<file path="config.mk">
export PLATFORM = sky130hd
export DESIGN_NAME = nibble_serial_accumulator_flat
export DESIGN_NICKNAME = d
export VERILOG_FILES = /design/src/rtl/nibble_serial_accumulator_pkg.sv /design/src/rtl/nibble_serial_accumulator_if.sv /design/src/rtl/nibble_serial_accumulator_four_bit_adder.sv /design/src/rtl/nibble_serial_accumulator.sv /design/src/flat_wrapper.sv
export SDC_FILE = /design/constraint.sdc
export NUM_CORES = 1
export LEC_CHECK = 0
export CELL_PAD_IN_SITES_DETAIL_PLACEMENT = 0
export CELL_PAD_IN_SITES_GLOBAL_PLACEMENT = 1
export CORE_MARGIN = 5
export CORE_UTILIZATION = 40
export DETAILED_ROUTE_END_ITERATION = 10
export GPL_TIMING_DRIVEN = 0
export PLACE_DENSITY_LB_ADDON = 0.12
export SYNTH_ARGS = -nofsm -noshare
export SYNTH_HDL_FRONTEND = slang
export SYNTH_SLANG_ARGS = --single-unit
</file>
<file path="constraint.sdc">
create_clock -name clk -period 3.25 [get_ports clk]
set_input_delay 0.4875 -clock clk [delete_from_list [all_inputs] [get_ports clk]]
set_output_delay 0.4875 -clock clk [all_outputs]
set_load 0.005 [all_outputs]
</file>
<file path="src/rtl/nibble_serial_accumulator_pkg.sv">
// Shared convolution-engine constants and the accumulator state encoding.
package conv_pkg;

    localparam int NIBBLE_W        = 4;
    localparam int DEF_ACC_NIBBLES = 3;
    localparam int DEF_NUM_TERMS   = 9;
    localparam int TERM_CNT_W      = 8;

    typedef enum logic [1:0] {
        ST_IDLE = 2'd0,
        ST_LOAD = 2'd1,
        ST_ADD  = 2'd2,
        ST_DONE = 2'd3
    } acc_state_e;

endpackage

</file>
<file path="src/rtl/nibble_serial_accumulator_if.sv">
// Operand/result stream bundle between the product stage and the pixel buffer.
interface nibble_serial_accumulator_if #(
    parameter int DATA_W = 12
);

    logic              start;
    logic              in_valid;
    logic              in_ready;
    logic [DATA_W-1:0] in_data;
    logic              out_valid;
    logic              out_ready;
    logic [DATA_W-1:0] out_data;
    logic              overflow;
    logic              busy;

    modport master (
        output start, in_valid, in_data, out_ready,
        input  in_ready, out_valid, out_data, overflow, busy
    );

    modport slave (
        input  start, in_valid, in_data, out_ready,
        output in_ready, out_valid, out_data, overflow, busy
    );

endinterface

</file>
<file path="src/rtl/nibble_serial_accumulator_four_bit_adder.sv">
// Single 4-bit ripple-carry adder cell, time-shared across accumulator nibbles.
module four_bit_adder
    import conv_pkg::*;
(
    input  logic [NIBBLE_W-1:0] a_i,
    input  logic [NIBBLE_W-1:0] b_i,
    input  logic                cin_i,
    output logic [NIBBLE_W-1:0] sum_o,
    output logic                cout_o
);

    logic [NIBBLE_W:0] carry_s;

    // Bit-serial ripple through the four full-adder stages.
    always_comb begin
        carry_s    = {(NIBBLE_W+1){1'b0}};
        sum_o      = {NIBBLE_W{1'b0}};
        carry_s[0] = cin_i;
        for (int i = 0; i < NIBBLE_W; i++) begin
            sum_o[i]       = a_i[i] ^ b_i[i] ^ carry_s[i];
            carry_s[i+1]   = (a_i[i] & b_i[i]) | (carry_s[i] & (a_i[i] ^ b_i[i]));
        end
        cout_o = carry_s[NIBBLE_W];
    end

endmodule

</file>
<file path="src/rtl/nibble_serial_accumulator.sv">
// Accumulates NUM_TERMS operands through one shared nibble adder, one nibble per cycle.
// Build option: NIBBLE_ACC_SATURATE_EN clamps the result to all-ones on first overflow.
module nibble_serial_accumulator
    import conv_pkg::*;
#(
    parameter int NUM_TERMS   = DEF_NUM_TERMS,
    parameter int ACC_NIBBLES = DEF_ACC_NIBBLES
) (
    input logic                        clk,
    input logic                        rst,
    nibble_serial_accumulator_if.slave acc_if
);

    localparam int ACC_W = NIBBLE_W * ACC_NIBBLES;
    localparam int IDX_W = (ACC_NIBBLES > 1) ? $clog2(ACC_NIBBLES) : 1;
    localparam logic [IDX_W-1:0]      LAST_IDX  = IDX_W'(ACC_NIBBLES - 1);
    localparam logic [TERM_CNT_W-1:0] LAST_TERM = TERM_CNT_W'(NUM_TERMS - 1);

    acc_state_e            state_q;
    logic [ACC_W-1:0]      acc_q;
    logic [ACC_W-1:0]      op_q;
    logic [IDX_W-1:0]      nib_idx_q;
    logic [TERM_CNT_W-1:0] term_cnt_q;
    logic                  carry_q;
    logic                  overflow_q;
    logic                  in_ready_q;
    logic                  out_valid_q;
    logic [ACC_W-1:0]      out_data_q;
    logic                  busy_q;

    logic [NIBBLE_W-1:0]   a_nib_s;
    logic [NIBBLE_W-1:0]   b_nib_s;
    logic [NIBBLE_W-1:0]   sum_s;
    logic                  cout_s;
    logic                  last_nib_s;
    logic [ACC_W-1:0]      acc_wr_s;
    logic [ACC_W-1:0]      acc_d;

    four_bit_adder u_adder (
        .a_i    (a_nib_s),
        .b_i    (b_nib_s),
        .cin_i  (carry_q),
        .sum_o  (sum_s),
        .cout_o (cout_s)
    );

    // Nibble select into the shared adder and write-back of its sum.
    always_comb begin
        a_nib_s    = acc_q[nib_idx_q*NIBBLE_W +: NIBBLE_W];
        b_nib_s    = op_q[nib_idx_q*NIBBLE_W +: NIBBLE_W];
        last_nib_s = (nib_idx_q == LAST_IDX);
        acc_wr_s   = acc_q;
        acc_wr_s[nib_idx_q*NIBBLE_W +: NIBBLE_W] = sum_s;
`ifdef NIBBLE_ACC_SATURATE_EN
        // Once clamped, later terms are consumed but never alter the result.
        if (overflow_q) begin
            acc_d = acc_q;
        end else if (last_nib_s && cout_s) begin
            acc_d = {ACC_W{1'b1}};
        end else begin
            acc_d = acc_wr_s;
        end
`else
        acc_d = acc_wr_s;
`endif
    end

    // Control FSM with registered handshake and status outputs.
    always_ff @(posedge clk or posedge rst) begin
        if (rst) begin
            state_q     <= ST_IDLE;
            acc_q       <= {ACC_W{1'b0}};
            op_q        <= {ACC_W{1'b0}};
            nib_idx_q   <= {IDX_W{1'b0}};
            term_cnt_q  <= {TERM_CNT_W{1'b0}};
            carry_q     <= 1'b0;
            overflow_q  <= 1'b0;
            in_ready_q  <= 1'b0;
            out_valid_q <= 1'b0;
            out_data_q  <= {ACC_W{1'b0}};
            busy_q      <= 1'b0;
        end else begin
            case (state_q)
                ST_IDLE: begin
                    if (acc_if.start) begin
                        acc_q      <= {ACC_W{1'b0}};
                        term_cnt_q <= {TERM_CNT_W{1'b0}};
                        overflow_q <= 1'b0;
                        in_ready_q <= 1'b1;
                        busy_q     <= 1'b1;
                        state_q    <= ST_LOAD;
                    end
                end
                ST_LOAD: begin
                    if (acc_if.in_valid && in_ready_q) begin
                        op_q       <= acc_if.in_data;
                        nib_idx_q  <= {IDX_W{1'b0}};
                        carry_q    <= 1'b0;
                        in_ready_q <= 1'b0;
                        state_q    <= ST_ADD;
                    end
                end
                ST_ADD: begin
                    acc_q   <= acc_d;
                    carry_q <= cout_s;
                    if (last_nib_s) begin
                        term_cnt_q <= term_cnt_q + 8'd1;
                        if (cout_s) begin
                            overflow_q <= 1'b1;
                        end
                        if (term_cnt_q == LAST_TERM) begin
                            out_valid_q <= 1'b1;
                            out_data_q  <= acc_d;
                            state_q     <= ST_DONE;
                        end else begin
                            in_ready_q <= 1'b1;
                            state_q    <= ST_LOAD;
                        end
                    end else begin
                        nib_idx_q <= nib_idx_q + 1'b1;
                    end
                end
                ST_DONE: begin
                    // A coincident start is deliberately dropped here.
                    if (acc_if.out_ready) begin
                        out_valid_q <= 1'b0;
                        busy_q      <= 1'b0;
                        state_q     <= ST_IDLE;
                    end
                end
                default: begin
                    in_ready_q  <= 1'b0;
                    out_valid_q <= 1'b0;
                    busy_q      <= 1'b0;
                    state_q     <= ST_IDLE;
                end
            endcase
        end
    end

    assign acc_if.in_ready  = in_ready_q;
    assign acc_if.out_valid = out_valid_q;
    assign acc_if.out_data  = out_data_q;
    assign acc_if.overflow  = overflow_q;
    assign acc_if.busy      = busy_q;

endmodule

</file>
<file path="src/flat_wrapper.sv">
// flat-port wrapper written by rule: the top's interface ports become plain ports
module nibble_serial_accumulator_flat import conv_pkg::*;
#(
    parameter int NUM_TERMS   = DEF_NUM_TERMS,
    parameter int ACC_NIBBLES = DEF_ACC_NIBBLES
)
  (clk, rst, acc_if_start, acc_if_in_valid, acc_if_in_data, acc_if_out_ready, acc_if_in_ready, acc_if_out_valid, acc_if_out_data, acc_if_overflow, acc_if_busy);
  nibble_serial_accumulator_if acc_if_i ();
  input logic clk;
  input logic rst;
  input wire logic [$bits(acc_if_i.start)-1:0] acc_if_start;
  input wire logic [$bits(acc_if_i.in_valid)-1:0] acc_if_in_valid;
  input wire logic [$bits(acc_if_i.in_data)-1:0] acc_if_in_data;
  input wire logic [$bits(acc_if_i.out_ready)-1:0] acc_if_out_ready;
  output wire logic [$bits(acc_if_i.in_ready)-1:0] acc_if_in_ready;
  output wire logic [$bits(acc_if_i.out_valid)-1:0] acc_if_out_valid;
  output wire logic [$bits(acc_if_i.out_data)-1:0] acc_if_out_data;
  output wire logic [$bits(acc_if_i.overflow)-1:0] acc_if_overflow;
  output wire logic [$bits(acc_if_i.busy)-1:0] acc_if_busy;
  assign acc_if_i.start = acc_if_start;
  assign acc_if_i.in_valid = acc_if_in_valid;
  assign acc_if_i.in_data = acc_if_in_data;
  assign acc_if_i.out_ready = acc_if_out_ready;
  assign acc_if_in_ready = acc_if_i.in_ready;
  assign acc_if_out_valid = acc_if_i.out_valid;
  assign acc_if_out_data = acc_if_i.out_data;
  assign acc_if_overflow = acc_if_i.overflow;
  assign acc_if_busy = acc_if_i.busy;
  nibble_serial_accumulator #(.NUM_TERMS(NUM_TERMS), .ACC_NIBBLES(ACC_NIBBLES)) u_core (.clk(clk), .rst(rst), .acc_if(acc_if_i));
endmodule
</file>
==> summary.txt, run 1 <==
Timing
  – Final Worst Setup Slack: 0.0913 ns
  – Final worst path period need: 3.16 ns
  – Setup TNS Final: 0 ns
  – Final Hold Vio Count: 0
  – Skew final: 0.0116 ns
  – Max-slew violations: 0
  – Slew @ Worst Pin: 0.797 ns
  – Final worst path period share: 0.972
  – Max frequency: 0.317 GHz
  – RSZ-0062 raised after global routing: yes
  – Final setup vio count: 0
  – Max-Slew Margin vs Limit: 0.468

Detailed routing
  – Number of remaining DRC errors: 0
  – Via-to-Cell Ratio: 5.14
  – 1st-iter DRT viols: 81
  – Final Routed Wirelength: 6490 µm
  – TritonRoute pass-1 iters: 4
  – Post-DRT Antenna Nets: 0
  – Per-cell routed wire length: 15.8 µm
  – Vias: 2119

Synthesis
  – Area leader, netlist: dfrtp_1
  – Avg Inst Size Synth: 10.8 µm²
  – Top-count cell post-synth: dfrtp_1
  – Mapped Area: 2860 µm²
  – Leading register cell type out of synthesis: dfrtp_1
  – FFs w/ async S/R, synth: 1.00
  – Synthesized flop and latch total: 53
  – Syn nets: 293
  – Synth Instances: 265
  – Synth top area share: 0.464
  – Distinct cells, synth: 42
  – Synthesis warning total: 0
  – EDFF count, synth: 0
  – Seq/Total Area, Yosys: 0.464
  – Leading cell types by count after synthesis: 53 x dfrtp_1, 27 x inv_1, 22 x o22ai_1, 15 x a21oi_1, 14 x nand2_1
  – Synth top area cells: dfrtp_1 46%, o22ai_1 4.8%, mux2_4 4.7%

Place
  – RD Place Congestion: 0.787
  – Worst slack at placement: -0.315 ns
  – PortBufs: 32
  – Hpwl dp: 4610 µm
  – Area after DPL: 3320 µm²

Clock network
  – Clock root buffer: clkbuf_8
  – TritonCTS Sinks: 53
  – Clock-pin slew reported for the worst setup and hold paths after clock tree synthesis: 0.10 ns
  – TritonCTS Buffers: 5
  – CTS HTree Levels: 2
  – CTS tree: built
  – CTS Buffer Depth: 2
  – Clock latency on the worst-skew pair: 0.30 ns
  – Post-CTS Hold Fix Bufs: 0

Finish
  – Post-route cell area: 3590 µm²
  – Area growth syn-to-layout: 25.7%
  – NumNets Final: 343
  – Ant. Diodes: 0
  – Fraction of layout cells with a size suffix above 1: 0.215
  – Final Util: 0.523

Global routing
  – Initial antenna violation count: 0
  – Largest net degree at the start of global routing: 30
  – Overflow after GRT: 0
  – Vias in the first global route: 2204
  – First-pass GRT wire length: 10700 µm
  – Overall global routing resource usage: 0.154

Setup path
  – R2R Path Start: u_core.nib_idx_q[1]
  – Cell count of the worst reg-to-reg path: 13
  – Worst Path Arrival: 3.36 ns
  – Startpoint types: flip-flop
  – R2R setup slack: 0.09 ns
  – Crit path kind: flip-flop to flip-flop
  – Largest fanout on the critical path: 5
  – Worst Setup SP: u_core.nib_idx_q[1]
  – Worst R2R End: u_core.acc_if.out_data[7]
  – Crit end category: flip-flop
  – Critical path required time: 3.45 ns
  – Setup crit end: u_core.acc_if.out_data[7]

Floorplan
  – FP Rows: 30
  – Die H: 94.5 µm
  – Starting Density: 0.416
  – Die ar.: 8930 µm²
  – Placeable core region: 6870 µm²
  – IO Pins: 33
  – Chip width: 94.5 µm

Pwr
  – Worst IR Drop VDD: 0.000321 V
  – Leak: 1.57 nW
  – Design Power: 2.67 mW
  – Pwr dens: 745 nW/µm²

Flow run
  – Max-Cap Viols: 0

Run status
  – Status: finished, final reports clean

Hold path
  – Min-Delay Path Class: flip-flop to flip-flop
## timing repair
action                                  CTS  global route
endpoints found under the setup margin    5             5
cloned                                    0             1
pin swaps                                 1             2
buffers inserted                          3             6
resized for setup                         9            13
## sequential cells by signal, indices dropped and copies added (netlist names)
| name | count |
|---|---|
| u_core.acc_if.out_data | 12 |
| u_core.acc_q | 12 |
| u_core.op_q | 12 |
| u_core.term_cnt_q | 8 |
| u_core.nib_idx_q | 2 |
| u_core.state_q | 2 |
| u_core.acc_if.busy | 1 |
| u_core.acc_if.in_ready | 1 |
| u_core.acc_if.out_valid | 1 |
| u_core.acc_if.overflow | 1 |
| u_core.carry_q | 1 |
## cell usage in the layout, fill, tap and decap left out, drive strengths merged, types with 2 or more instances in the layout
cell type	n
o22ai	22
nand2b	8
or3	2
or3b	4
mux2	24
mux2i	9
inv	27
a21oi	15
buf	16
o21ai	12
clkbuf	15
dfrtp	53
nand2	14
a41o	3
nand4b	3
clkdlybuf4s50	32
nor3b	2
nand4	5
fa	4
ha	7
nor2b	7
nor2	9
o31ai	4
nand3	6
or4	4
## where the power goes
| part | total (mW) | leakage (nW) | switching (mW) | internal, mW |
|---|---|---|---|---|
| Combinational | 1.30 | 0.812 | 0.694 | 0.610 |
| Clock | 0.469 | 0.0585 | 0.217 | 0.252 |
| Sequential | 0.902 | 0.700 | 0.0960 | 0.806 |
## worst min path at each step
stage / startpoint / end / cells after the start
floorplan: u_core.op_q[0] / u_core.op_q[0] / 1
global placement: u_core.acc_if.out_data[9] / u_core.acc_if.out_data[9] / 1
detailed placement: u_core.acc_if.out_data[9] / u_core.acc_if.out_data[9] / 1
CTS: u_core.acc_if.out_data[9] / u_core.acc_if.out_data[9] / 1
global route: u_core.op_q[1] / u_core.op_q[1] / 1
finish: u_core.acc_if.out_data[9] / u_core.acc_if.out_data[9] / 1
## area by class of cell
class / instances / area [µm²]
well taps: 96 / 120
inverters: 27 / 101
repair buffers: 43 / 433
clock buffers: 7 / 86.3
plain buffers: 13 / 103
clock inverters: 1 / 30.0
multi-input cells: 172 / 1390
flip-flops and latches: 53 / 1330
fillers: 653 / 3280
## kinds of logic after synthesis
kind of cell             synth area share
multiplexers                        0.139
AO/OA/AOI/OAI                       0.131
adder cells (fa/ha/maj)            0.0587
buffers and inverters              0.0600
AND/OR/NAND/NOR                     0.143
flip-flops                          0.464
XOR/XNOR                          0.00307
## metal layers
layer  part of all wire  GRT usage  vias to the layer above  routed length (µm)
li1                   -          -                     1041                   -
met1               0.49      0.206                     1042                3170
met2               0.47      0.252                       34                3080
met3              0.032     0.0343                        2                 207
met4             0.0054     0.0397                        0                  35
met5                  0          0                        -                   0
## worst max-delay path, cell delays in order, from the launching register on
cell	delay, ns
dfrtp_2	0.46
buf_12	0.15
mux2i_2	0.15
nor2_1	0.14
a21oi_2	0.06
fa_2	0.35
inv_2	0.06
fa_2	0.18
inv_2	0.04
fa_2	0.33
fa_2	0.63
inv_2	0.04
a41o_1	0.20
mux2_4	0.26
## stage by stage
| stage | hold WS, ns | instances |
|---|---|---|
| after floorplan | 0.464 | 265 |
| after global placement | 0.477 | 393 |
| after detailed placement | 0.482 | 394 |
| after CTS | 0.505 | 405 |
| after global routing | 0.532 | 412 |
| final | 0.499 | 412 |
No activity file was read; power rests on OpenSTA's default activity.
==> run 2, diff against run 1 <==
--- a/config.mk
+++ b/config.mk
@@ -12,6 +12,7 @@
 export DETAILED_ROUTE_END_ITERATION = 10
 export GPL_TIMING_DRIVEN = 0
 export PLACE_DENSITY_LB_ADDON = 0.12
+export SETUP_SLACK_MARGIN = 0.1
 export SYNTH_ARGS = -nofsm -noshare
 export SYNTH_HDL_FRONTEND = slang
 export SYNTH_SLANG_ARGS = --single-unit
==> run 2 against run 1 <==
  * Cell area fell by 1.3%
  * Power fell by 3.3%
  * Non-clock buffer count did not move
  * Critical path type unchanged
==> summary.txt, run 2 (same netlist as run 1, synthesis figures left out) <==
Finish
  – Post-route cell area: 3550 µm² (-1.3%)
  – Most frequent cells in the layout: 53 x dfrtp_1, 32 x clkdlybuf4s50_1, 25 x inv_1, 22 x o22ai_1
  – Fraction of layout cells with a size suffix above 1: 0.209 (-0.00633)
  – Final Util: 0.516 (-0.00656)
  – Commonest non-fill, non-tap cell in the layout: dfrtp_1
  – Final Non-Filler Cells: 412 (unchanged)
  – Ant. Diodes: 0 (unchanged)
  – Area growth syn-to-layout: 24.1%
  – NumNets Final: 343 (unchanged)

Setup path
  – Worst R2R End: u_core.acc_if.out_data[7]
  – CP max-delay cell: fa_2
  – Startpoint types: flip-flop
  – Worst path cell trace: buf_6 > mux2i_2 > nor2_2 > a21oi_2 > fa_2 > inv_2 > fa_2 > inv_1 > fa_2 > fa_2 > inv_1 > a41o_1 > mux2_4
  – Critical path required time: 3.45 ns (about the same)
  – Largest fanout on the critical path: 5 (unchanged)
  – Crit path kind: flip-flop to flip-flop
  – Bufs and invs on worst path: 4 (unchanged)
  – CP dominant cell by count: fa_2
  – Crit end category: flip-flop
  – CP peak stage delay: 0.62 ns (about the same)
  – Worst Path Arrival: 3.31 ns (-0.05 ns)
  – Cell count of the worst reg-to-reg path: 13 (unchanged)
  – R2R setup slack: 0.14 ns (+0.05 ns)
  – Family with the most delay on the worst path: adder cells
  – R2R Path Start: u_core.nib_idx_q[1]

Hold path
  – Hold Path Depth: 1 (unchanged)
  – Min-Delay Path Class: flip-flop to flip-flop
  – Hold endpoint: u_core.acc_if.out_data[9]
  – Hold wc startpoint: u_core.acc_if.out_data[9]

Timing
  – Final setup vio count: 0 (unchanged)
  – Slew @ Worst Pin: 0.868 ns (+0.0708 ns)
  – Max-slew violations: 0 (unchanged)
  – Skew final: 0.00817 ns (-0.00341 ns)
  – Max-Slew Margin vs Limit: 0.420 (-0.0473)
  – Hold slack final: 0.500 ns (+0.00104 ns)
  – Final worst path period need: 3.11 ns (-0.0474 ns)
  – Final Hold Vio Count: 0 (unchanged)
  – Max frequency: 0.321 GHz (+1.5%)
  – RSZ-0062 raised after global routing: yes
  – Final worst path period share: 0.957 (-0.0146)

Detailed routing
  – Number of remaining DRC errors: 0 (unchanged)
  – Via-to-Cell Ratio: 5.08 (-1.1%)
  – Post-DRT Antenna Nets: 0 (unchanged)
  – Per-cell routed wire length: 15.6 µm (-1.2%)
  – 1st-iter DRT viols: 78 (-3.7%)
  – TritonRoute pass-1 iters: 4 (unchanged)
  – Final Routed Wirelength: 6410 µm (-1.2%)
  – Vias: 2095 (-1.1%)

Floorplan
  – Chip width: 94.5 µm (unchanged)
  – Die ar.: 8930 µm² (unchanged)
  – Placeable core region: 6870 µm² (unchanged)
  – FP Rows: 30 (unchanged)
  – Starting Density: 0.416 (unchanged)
  – IO Pins: 33 (unchanged)
  – Die H: 94.5 µm (unchanged)

Clock network
  – TritonCTS Sinks: 53 (unchanged)
  – Clock latency on the worst-skew pair: 0.30 ns (about the same)
  – Clock root buffer: clkbuf_8
  – Clock-pin slew reported for the worst setup and hold paths after clock tree synthesis: 0.10 ns (about the same)
  – Post-CTS Hold Fix Bufs: 0 (unchanged)
  – CTS Buffer Depth: 2 (unchanged)
  – CTS tree: built
  – CTS HTree Levels: 2 (unchanged)
  – TritonCTS Buffers: 5 (unchanged)

Pwr
  – Pwr dens: 729 nW/µm² (-2.1%)
  – Combinational power share: 0.500 (+0.012)
  – Power Internal: 1.58 mW (-5.3%)
  – Sw frac: 0.389 (+0.0123)
  – Worst IR Drop VDD: 0.000323 V (+0.81%)
  – Leak: 1.56 nW (-0.70%)
  – Reg power frac: 0.348 (+0.011)
  – Net switching power: 1.01 mW (-0.20%)
  – Clock power frac: 0.152 (-0.023)
  – Design Power: 2.59 mW (-3.3%)

Place
  – RD Place Congestion: 0.799 (+1.4%)
  – Hpwl dp: 4660 µm (+1.0%)
  – Area after DPL: 3320 µm² (about the same)
  – Placed insts: 394 (unchanged)
  – PortBufs: 32 (unchanged)

Global routing
  – Overall global routing resource usage: 0.152 (-0.00151)
  – First-pass GRT wire length: 10600 µm (-0.64%)
  – Initial antenna violation count: 0 (unchanged)
  – Overflow after GRT: 0 (unchanged)
  – Vias in the first global route: 2124 (-3.6%)
  – Largest net degree at the start of global routing: 29 (-3.3%)

Flow run
  – Max-Cap Viols: 0 (unchanged)

Run status
  – Status: finished, final reports clean
run 2: changes by cell type in the layout (fill, tap and decap cells not counted), moves of 2 or more:
cell and delta:
buf_4 +2, inv_2 -2, inv_1 +2, clkbuf_4 -2
run 2: layer usage:
layer  global-route usage  routed length, µm  part of all wire  up-vias
li1                     -                  -                 -     1040
met1                0.210               3150              0.49     1019
met2                0.248               3030              0.47       31
met3               0.0279                190             0.030        5
met4               0.0361                 49            0.0076        0
met5                    0                  0                 0        -
run 2: cell type report:
class	instances	area, µm²
Buffer	13	100
Clock buffer	6	82.6
Clock inverter	2	13.8
Fill cell	666	3320
Inverter	27	101
Multi-Input combinational cell	172	1390
Sequential cell	53	1330
Tap cell	96	120
Timing Repair Buffer	43	415
run 2: stage by stage:
stage / TNS, ns / setup slack (ns)
detailed placement: -0.535 / -0.184
CTS: 0 / 0.109
floorplan: 0 / 0.175
global placement: -0.445 / -0.152
global route: 0 / 0.0197
finish: 0 / 0.139
run 2: power by group through the flow:
stage	Combinational, mW	Clock [mW]	Sequential (mW)
6_report	1.29	0.393	0.899
5_1_grt	1.43	0.427	0.921
4_1_cts	1.26	0.408	0.900
3_5_place_dp	1.13	0	0.914
3_3_place_gp	1.12	0	0.911
2_1_floorplan	0.820	0	0.886
run 2: worst reg2reg max path, stage by stage, from the launching register on:
cell,delay [ns]
dfrtp_1,0.42
buf_6,0.15
mux2i_2,0.17
nor2_2,0.10
a21oi_2,0.05
fa_2,0.35
inv_2,0.06
fa_2,0.17
inv_1,0.05
fa_2,0.35
fa_2,0.62
inv_1,0.06
a41o_1,0.21
mux2_4,0.26
run 2: timing repair:
action	4_1_cts	5_1_grt
pin swaps	2	1
setup buffers	8	2
setup endpoints to repair	5	5
gates resized for setup	14	4
run 2: worst max-delay path by stage:
stage | start | depth (start not counted) | slack [ns] | to
final | u_core.nib_idx_q[1] | 13 | 0.14 | u_core.acc_if.out_data[7]
after global routing | u_core.nib_idx_q[1] | 13 | 0.02 | u_core.acc_if.out_data[7]
after CTS | u_core.nib_idx_q[0] | 13 | 0.11 | u_core.acc_if.out_data[7]
after detailed placement | u_core.nib_idx_q[0] | 13 | -0.18 | u_core.acc_if.out_data[7]
after global placement | u_core.nib_idx_q[0] | 13 | -0.15 | u_core.acc_if.out_data[7]
after floorplan | u_core.nib_idx_q[0] | 13 | 0.17 | u_core.acc_if.out_data[7]
==> run 3, diff against run 2 <==
--- a/config.mk
+++ b/config.mk
@@ -7,6 +7,7 @@
 export LEC_CHECK = 0
 export CELL_PAD_IN_SITES_DETAIL_PLACEMENT = 0
 export CELL_PAD_IN_SITES_GLOBAL_PLACEMENT = 1
+export CORE_ASPECT_RATIO = 0.6
 export CORE_MARGIN = 5
 export CORE_UTILIZATION = 40
 export DETAILED_ROUTE_END_ITERATION = 10
==> run 3 against run 2 <==
  * Core utilization up 0.44 points
  * Die area up 0.62%
  * Power up 3.6%
  * Cell area up 0.14%
  * Largest power group unchanged
  * Critical endpoint is now u_core.acc_if.out_data[6]
  * Final cell count down 2.7%
  * Worst hold slack worse by 0.0047 ns
  * Critical path depth down 1
  * Register-to-register slack worse by 0.02 ns
  * Maximum frequency down 0.57%
==> summary.txt, run 3 (same netlist as run 1, synthesis figures left out) <==
Timing
  – Hold slack final: 0.495 ns (-0.00466 ns)
  – Final setup vio count: 0 (unchanged)
  – Skew final: 0.00556 ns (-0.00261 ns)
  – Slew @ Worst Pin: 0.899 ns (+0.0316 ns)
  – Max frequency: 0.320 GHz (-0.57%)
  – RSZ-0062 raised after global routing: yes
  – Final Hold Vio Count: 0 (unchanged)
  – Final worst path period need: 3.13 ns (+0.0180 ns)
  – Max-Slew Margin vs Limit: 0.399 (-0.0211)
  – Final worst path period share: 0.963 (+0.00552)
  – Max-slew violations: 0 (unchanged)
  – Setup TNS Final: 0 ns (unchanged)

Setup path
  – R2R Path Start: u_core.nib_idx_q[1]
  – Bufs and invs on worst path: 3 (-1)
  – Worst Path Arrival: 3.37 ns (+0.06 ns)
  – Family with the most delay on the worst path: adder cells
  – Crit end category: flip-flop
  – Worst R2R End: u_core.acc_if.out_data[6]
  – CP peak stage delay: 0.51 ns (-0.11 ns)
  – CP max-delay cell: or3b_2
  – Worst path depth: 12 (-1)
  – Setup crit end: u_core.acc_if.out_data[6]
  – Worst Setup SP: u_core.nib_idx_q[1]
  – Largest fanout on the critical path: 5 (unchanged)
  – Worst path cell trace: buf_6 > mux2i_2 > nor2_1 > a21oi_2 > fa_2 > inv_2 > fa_1 > inv_1 > fa_2 > or3b_2 > o22ai_1 > mux2_4
  – R2R setup slack: 0.12 ns (-0.02 ns)
  – Startpoint types: flip-flop
  – Crit path kind: flip-flop to flip-flop
  – CP dominant cell by count: fa_2
  – Cell count of the worst reg-to-reg path: 12 (-1)
  – Critical path required time: 3.49 ns (+0.04 ns)

Finish
  – Ant. Diodes: 0 (unchanged)
  – NumNets Final: 341 (-0.58%)
  – Fraction of layout cells with a size suffix above 1: 0.188 (-0.0210)
  – Most frequent cells in the layout: 53 x dfrtp_1, 32 x clkdlybuf4s50_1, 25 x inv_1, 22 x o22ai_1, 14 x nand2_1
  – Fillers: 636 (-4.5%)
  – Commonest non-fill, non-tap cell in the layout: dfrtp_1
  – Area growth syn-to-layout: 24.3%

Run status
  – Status: finished, final reports clean

Global routing
  – First-pass GRT wire length: 11200 µm (+5.0%)
  – Overflow after GRT: 0 (unchanged)
  – Vias in the first global route: 2069 (-2.6%)
  – Initial antenna violation count: 0 (unchanged)
  – Overall global routing resource usage: 0.161 (+0.00902)
  – Largest net degree at the start of global routing: 33 (+14%)

Clock network
  – CTS Buffer Depth: 2 (unchanged)
  – Clock-pin slew reported for the worst setup and hold paths after clock tree synthesis: 0.07 ns (-0.03 ns)
  – TritonCTS Sinks: 53 (unchanged)
  – CTS tree: built
  – Clock root buffer: clkbuf_16
  – CTS HTree Levels: 2 (unchanged)
  – TritonCTS Buffers: 5 (unchanged)
  – Clock latency on the worst-skew pair: 0.29 ns (about the same)

Floorplan
  – Die H: 75.5 µm (-20%)
  – Starting Density: 0.419 (+0.00298)
  – Chip width: 119 µm (+26%)
  – Placeable core region: 6820 µm² (-0.71%)
  – IO Pins: 33 (unchanged)
  – Die ar.: 8990 µm² (+0.62%)
  – FP Rows: 23 (-23%)

Detailed routing
  – 1st-iter DRT viols: 148 (+90%)
  – Via-to-Cell Ratio: 5.26 (+3.4%)
  – Final Routed Wirelength: 6580 µm (+2.5%)
  – Post-DRT Antenna Nets: 0 (unchanged)
  – Number of remaining DRC errors: 0 (unchanged)
  – Per-cell routed wire length: 16.4 µm (+5.3%)
  – TritonRoute pass-1 iters: 4 (unchanged)
  – Vias: 2108 (+0.62%)

Flow run
  – Max-Cap Viols: 0 (unchanged)

Pwr
  – Leak: 1.56 nW (about the same)
  – Worst IR Drop VDD: 0.000340 V (+5.3%)
  – Design Power: 2.68 mW (+3.6%)
  – Pwr dens: 754 nW/µm² (+3.4%)

Place
  – RD Place Congestion: 0.807 (+0.98%)
  – Hpwl dp: 4820 µm (+3.5%)
  – PortBufs: 32 (unchanged)

Hold path
  – Min-Delay Path Class: flip-flop to flip-flop
## run 3: final cells by class
| class | instances | area [µm²] | share of cell area |
|---|---|---|---|
| flip-flops and latches | 53 | 1330 | 0.374 |
| inverters | 27 | 101 | 0.0285 |
| repair buffers | 41 | 400 | 0.113 |
| clock buffers | 8 | 136 | 0.0384 |
| multi-input cells | 172 | 1380 | 0.388 |
| well taps | 87 | 109 | 0.0307 |
| plain buffers | 13 | 100 | 0.0282 |
## run 3: worst min-delay path by stage
stage                         from              to  slack [ns]  cells after the start
finish              u_core.op_q[1]  u_core.op_q[1]        0.50                      1
global route        u_core.op_q[1]  u_core.op_q[1]        0.52                      1
CTS                 u_core.op_q[1]  u_core.op_q[1]        0.50                      1
detailed placement  u_core.op_q[1]  u_core.op_q[1]        0.49                      1
global placement    u_core.op_q[1]  u_core.op_q[1]        0.48                      1
floorplan           u_core.op_q[0]  u_core.op_q[0]        0.46                      1
## run 3: power by group
group          switching (mW)  internal [mW]  leakage [nW]  total (mW)
registers              0.0907          0.807         0.701       0.897
logic                   0.692          0.568         0.793        1.26
clock network           0.233          0.287        0.0652       0.520
## run 3: metal layers
metal  up-vias  global-route usage  share of wire
li1       1036                   -              -
met1      1005               0.257           0.54
met2        60               0.208           0.38
met3         7              0.0423          0.066
met4         0              0.0462          0.010
met5         -                   0              0
## run 3: timing repair
action	in CTS	in global routing
pin swaps	1	2
resized for setup	10	6
buffers inserted	7	1
hold buffers	0	0
endpoints found under the setup margin	5	5
## run 3: metrics by stage
step                       util  setup WS (ns)  cell area [µm²]  std cells
after floorplan               -          0.175             2860        265
after global placement    0.482         -0.171             3290        384
after detailed placement  0.485         -0.177             3310        385
after CTS                 0.518          0.104             3530        400
after global routing      0.521        -0.0207             3550        401
final                     0.521          0.121             3550        401
